==> src/rtl/pc_sequencer_pkg.sv <==
// Shared CPU package for the program-counter sequencer.
// Contents:
//   state_t            - sequencer FSM states (FETCH, DECODE, EXEC)
//   PC_STEP            - default byte distance between sequential instructions
//   OFFSET_MSB/LSB     - location of the 8-bit branch offset inside instr
//   sext_offset_bytes  - sign-extends an 8-bit word offset to a 32-bit byte offset
package pc_sequencer_pkg;

  typedef enum logic [1:0] {
    FETCH  = 2'd0,
    DECODE = 2'd1,
    EXEC   = 2'd2
  } state_t;

  localparam int PC_STEP    = 4;
  localparam int OFFSET_MSB = 23;
  localparam int OFFSET_LSB = 16;
  localparam int OFFSET_W   = OFFSET_MSB - OFFSET_LSB + 1;

  // Offsets count instructions (words), so the byte offset is the sign-extended
  // value shifted left by two.
  function automatic logic [31:0] sext_offset_bytes(input logic [OFFSET_W-1:0] off);
    return {{(32 - OFFSET_W - 2){off[OFFSET_W-1]}}, off, 2'b00};
  endfunction

endpackage

==> src/rtl/pc_sequencer_branch_target.sv <==
// branch_target: purely combinational next-PC calculation.
// Ports:
//   pc       in  32  current program counter
//   offset8  in   8  signed word offset taken from the instruction
//   take     in   1  1 = apply the offset (jump or taken branch)
//   next_pc  out 32  pc + STEP (+ sext(offset8)<<2 when take), modulo 2^32
module branch_target
  import pc_sequencer_pkg::*;
#(
  parameter int STEP = PC_STEP
) (
  input  logic [31:0] pc,
  input  logic [7:0]  offset8,
  input  logic        take,
  output logic [31:0] next_pc
);

  logic [31:0] seq_pc;
  logic [31:0] offset_bytes;

  assign seq_pc       = pc + 32'(STEP);
  assign offset_bytes = take ? sext_offset_bytes(offset8) : 32'd0;
  // 32-bit adders drop the carry, which gives the required wrap-around.
  assign next_pc      = seq_pc + offset_bytes;

endmodule

==> src/rtl/pc_sequencer.sv <==
// pc_sequencer: three-state FETCH/DECODE/EXEC instruction sequencer.
// Ports:
//   CLK         in   1  clock, all state changes on the rising edge
//   RESET       in   1  synchronous active-high reset
//   imem_busy   in   1  instruction memory busy; rdata valid when low during a fetch
//   imem_rdata  in  32  instruction word from memory
//   jump        in   1  unconditional jump flag (looked at only in EXEC)
//   branch      in   1  beq flag (looked at only in EXEC)
//   zero        in   1  ALU zero flag (looked at only in EXEC)
//   pc          out 32  address of the instruction being fetched/executed
//   imem_read   out  1  fetch request, high for every FETCH cycle
//   instr       out 32  instruction register, loaded on a completed fetch
//   exec_en     out  1  one-cycle commit pulse in EXEC
module pc_sequencer #(
  parameter logic [31:0] RESET_PC = 32'h0000_0000,
  parameter int          PC_STEP  = pc_sequencer_pkg::PC_STEP
) (
  input  logic        CLK,
  input  logic        RESET,
  input  logic        imem_busy,
  input  logic [31:0] imem_rdata,
  input  logic        jump,
  input  logic        branch,
  input  logic        zero,
  output logic [31:0] pc,
  output logic        imem_read,
  output logic [31:0] instr,
  output logic        exec_en
);

  import pc_sequencer_pkg::*;

  state_t      state_reg;
  state_t      state_next;
  logic [31:0] pc_reg;
  logic [31:0] instr_reg;
  logic [31:0] pc_next;
  logic        take;

  // ---------------------------------------------------------------------------
  // FSM: state register
  // ---------------------------------------------------------------------------
  always_ff @(posedge CLK) begin
    if (RESET) begin
      state_reg <= FETCH;
    end else begin
      state_reg <= state_next;
    end
  end

  // ---------------------------------------------------------------------------
  // FSM: next-state logic
  // ---------------------------------------------------------------------------
  always_comb begin
    state_next = state_reg;
    case (state_reg)
      FETCH:   if (!imem_busy) state_next = DECODE;
      DECODE:  state_next = EXEC;
      EXEC:    state_next = FETCH;
      // The unused encoding recovers to FETCH so the FSM cannot lock up.
      default: state_next = FETCH;
    endcase
  end

  // ---------------------------------------------------------------------------
  // FSM: outputs, decoded from the registered state only
  // ---------------------------------------------------------------------------
  always_comb begin
    imem_read = 1'b0;
    exec_en   = 1'b0;
    case (state_reg)
      FETCH:   imem_read = 1'b1;
      EXEC:    exec_en   = 1'b1;
      default: ;
    endcase
  end

  // ---------------------------------------------------------------------------
  // Instruction register: only a completed fetch changes it.
  // ---------------------------------------------------------------------------
  always_ff @(posedge CLK) begin
    if (RESET) begin
      instr_reg <= 32'd0;
    end else if (state_reg == FETCH && !imem_busy) begin
      instr_reg <= imem_rdata;
    end
  end

  // ---------------------------------------------------------------------------
  // Program counter
  // ---------------------------------------------------------------------------
  // Control flags are qualified by EXEC so stray values in other states are
  // ignored; jump dominates, so jump with branch is taken regardless of zero.
  assign take = (state_reg == EXEC) && (jump || (branch && zero));

  branch_target #(
    .STEP (PC_STEP)
  ) u_branch_target (
    .pc      (pc_reg),
    .offset8 (instr_reg[OFFSET_MSB:OFFSET_LSB]),
    .take    (take),
    .next_pc (pc_next)
  );

  always_ff @(posedge CLK) begin
    if (RESET) begin
      pc_reg <= RESET_PC;
    end else if (state_reg == EXEC) begin
      pc_reg <= pc_next;
    end
  end

  assign pc    = pc_reg;
  assign instr = instr_reg;

endmodule

==> config.mk <==
export PLATFORM = sky130hd
export DESIGN_NAME = pc_sequencer
export DESIGN_NICKNAME = d
export VERILOG_FILES = /design/src/rtl/pc_sequencer_pkg.sv /design/src/rtl/pc_sequencer_branch_target.sv /design/src/rtl/pc_sequencer.sv
export SDC_FILE = /design/constraint.sdc
export NUM_CORES = 1
export LEC_CHECK = 0
export BUFFER_PORTS_ARGS = -buffer_cell sky130_fd_sc_hd__buf_4
export CAP_MARGIN = 20
export CORE_ASPECT_RATIO = 1.2
export CORE_MARGIN = 2
export CORE_UTILIZATION = 30
export DETAILED_ROUTE_END_ITERATION = 10
export PLACE_DENSITY_LB_ADDON = 0.08
export SYNTH_ARGS = -nofsm -noshare
export SYNTH_HDL_FRONTEND = slang
export SYNTH_SLANG_ARGS = --single-unit
==> constraint.sdc <==
create_clock -name CLK -period 4.12 [get_ports CLK]
set_input_delay 0.412 -clock CLK [delete_from_list [all_inputs] [get_ports CLK]]
set_output_delay 0.412 -clock CLK [all_outputs]
set_load 0.01 [all_outputs]
==> flow_summary.json <==
{
  "setup_ws_ns": 0.374,
  "rsz0062_at_grt": "false",
  "grt_start_max_net_pins": 75,
  "first_pass_iters": 4,
  "post-route-period-util_pct": 90.9,
  "fin_setup_tns_ns": 0,
  "synth_top_family_by_area": "simple AND/OR/NAND/NOR gates",
  "antenna_cells": 0,
  "viasPerCell": 5.03,
  "irDropWorstVdd_mv": 0.204,
  "slew_headroom_pct": 45.9,
  "dpl.cell_count": 823,
  "required_ns": 4.34,
  "fin_crit_ns": 3.75,
  "slew_violations": 0,
  "hpwl_um": 9410,
  "synthArstFlopShare_pct": 0,
  "grt_pass1_wl_um": 21100,
  "cts_root_buffer": "clkbuf_16",
  "via_count": 4224,
  "wire_per_inst_um": 15.2,
  "die_h_um": 136,
  "final_cell_count_no_fill": 840,
  "insertion_delay_ns": 0.34,
  "tritoncts": "done",
  "ant_nets": 0,
  "tightest_slew_ns": 0.812,
  "core_um2": 14300,
  "crit_path_start_kind": "register",
  "maxCapViolCount": 0,
  "total_power_mw": 1.73,
  "fin_skew_ns": 0.00741,
  "htree_levels": 3,
  "grt_usage_pct": 17.0,
  "synth_fa_ha_area_share_pct": 10.5,
  "synthCells": 568,
  "yosys_warnings": 0,
  "gp_congestion": 0.877,
  "arrival_ns": 3.97,
  "ys_seq_area_share_pct": 29.4,
  "dieArea_um2": 15500,
  "port_buffers": 101,
  "rows": 48,
  "nFillCells": 1534,
  "hold_class": "primary input to register",
  "finalWirelength_um": 12800,
  "p_leak_nw": 2.62,
  "largest_reg_flops": 32,
  "drive_gt1_share_pct": 22.6,
  "fmax_mhz": 267,
  "synth-simple-area-share_pct": 23.6,
  "syn_to_final_growth_pct": 29.8,
  "power_density_nw_per_um2": 307,
  "grt_pass1_vias": 4199,
  "hold_violations": 0,
  "syn-cell-area_um2": 4350,
  "ys.flop_type": "dfxtp_1",
  "synth_area_per_cell_um2": 7.66,
  "outcome": "finished clean",
  "first_iter_violations": 161,
  "clk_path_buf_depth": 2,
  "grt_overflow_total": 0,
  "dieWidth_um": 114,
  "muxShareOfSynthArea_pct": 0.259,
  "crit_fanout": 6,
  "pre_cts_slack_ns": 0.243,
  "synth.distinct_cells": 59,
  "cts.clk_slew.worst_paths_ns": 0.06,
  "cts_buffers": 9,
  "cts.sinks": 64,
  "synth_seq_cells": 64,
  "synth_edf_count": 0,
  "synth-xor-area-share_pct": 8.45,
  "crit_type": "register to register",
  "post-route-drc-count": 0,
  "setup_violations": 0,
  "ios": 104,
  "num-nets-final": 734,
  "endpoint_kind": "register",
  "synth-compound-area-share_pct": 22.5,
  "grt_antenna_before_repair": 0,
  "start_util_pct": 30.4
}
==> per-layer routing <==
metal	global-route usage, %	wire, µm
met1	19.8	5550
met5	0	0
met3	4.77	682
met4	6.91	294
met2	29.4	6250
==> final timing paths <==
kind | startpoint | to | slack [ns] | depth (start not counted)
max | state_reg[0] | pc[31] | 0.37 | 14
min | imem_rdata[26] | instr[26] | 0.32 | 3
max reg2reg | state_reg[0] | pc[31] | 0.37 | 14
min reg2reg | instr[31] | instr[31] | 0.45 | 2
==> cells in the final DEF (no fill, tap or decap), drive strengths merged, types with 8 or more instances in the layout <==
| cell | instances |
|---|---|
| nand2 | 127 |
| buf | 116 |
| a21oi | 81 |
| dfxtp | 64 |
| xnor2 | 36 |
| ha | 35 |
| nor2 | 25 |
| and3 | 25 |
| o21ai | 16 |
| inv | 12 |
| nor3 | 11 |
| clkbuf | 11 |
| a21o | 9 |
| o21bai | 8 |
| a211oi | 8 |
==> cells by family after synthesis <==
group,after synthesis
AO/OA/AOI/OAI,150
XOR/XNOR,42
adder cells (fa/ha/maj),36
buffers and inverters,49
flip-flops,64
multiplexers,1
other,1
AND/OR/NAND/NOR,225
==> final cells by class <==
| cell class | instances | area (µm²) | area share (%) |
|---|---|---|---|
| Clock buffer | 11 | 243 | 4.30 |
| Clock inverter | 5 | 104 | 1.84 |
| Inverter | 13 | 48.8 | 0.864 |
| Multi-Input combinational cell | 456 | 2860 | 50.7 |
| Sequential cell | 64 | 1280 | 22.7 |
| Tap cell | 175 | 219 | 3.88 |
| Timing Repair Buffer | 116 | 891 | 15.8 |
==> synthesized netlist by cell type (all sizes together) (11+ instances only) <==
master | instances | area [µm²]
clkbuf | 24 | 90.1
buf | 12 | 86.3
and3 | 25 | 159
inv | 12 | 45.0
xnor2 | 36 | 315
ha | 35 | 438
a21oi | 81 | 409
o21ai | 16 | 80.1
nor2 | 25 | 93.8
dfxtp | 64 | 1280
nor3 | 11 | 55.1
nand2 | 127 | 479
==> worst max-delay path, stage by stage (launching register included) <==
cell      delay [ns]
dfxtp_1         0.34
nand2b_1        0.24
nor2_4          0.21
and2_1          0.15
ha_1            0.22
ha_1            0.23
fa_1            0.43
a21oi_1         0.24
o211ai_2        0.13
a31oi_1         0.31
o211ai_1        0.17
a311oi_2        0.41
o211ai_1        0.12
o311ai_1        0.09
mux2_1          0.35
==> power breakdown <==
group | switching [mW] | internal (mW)
logic | 0.0945 | 0.0814
clock network | 0.293 | 0.608
registers | 0.0157 | 0.642
total | 0.403 | 1.33
==> stage by stage <==
stage / cell area (µm²) / utilization [%] / hold slack (ns)
finish: 5650 / 39.5 / 0.320
global route: 5650 / 39.5 / 0.319
CTS: 5630 / 39.4 / 0.304
detailed placement: 5290 / 37.0 / 0.447
global placement: 5260 / 36.8 / 0.444
floorplan: 4360 / - / 0.459
==> what timing repair did <==
item | in CTS | in global routing
endpoints found under the setup margin | 0 | 1
gates resized for setup | 0 | 2
hold buffers | 0 | 0
setup buffers | 0 | 1
No activity file was read; power rests on OpenSTA's default activity.
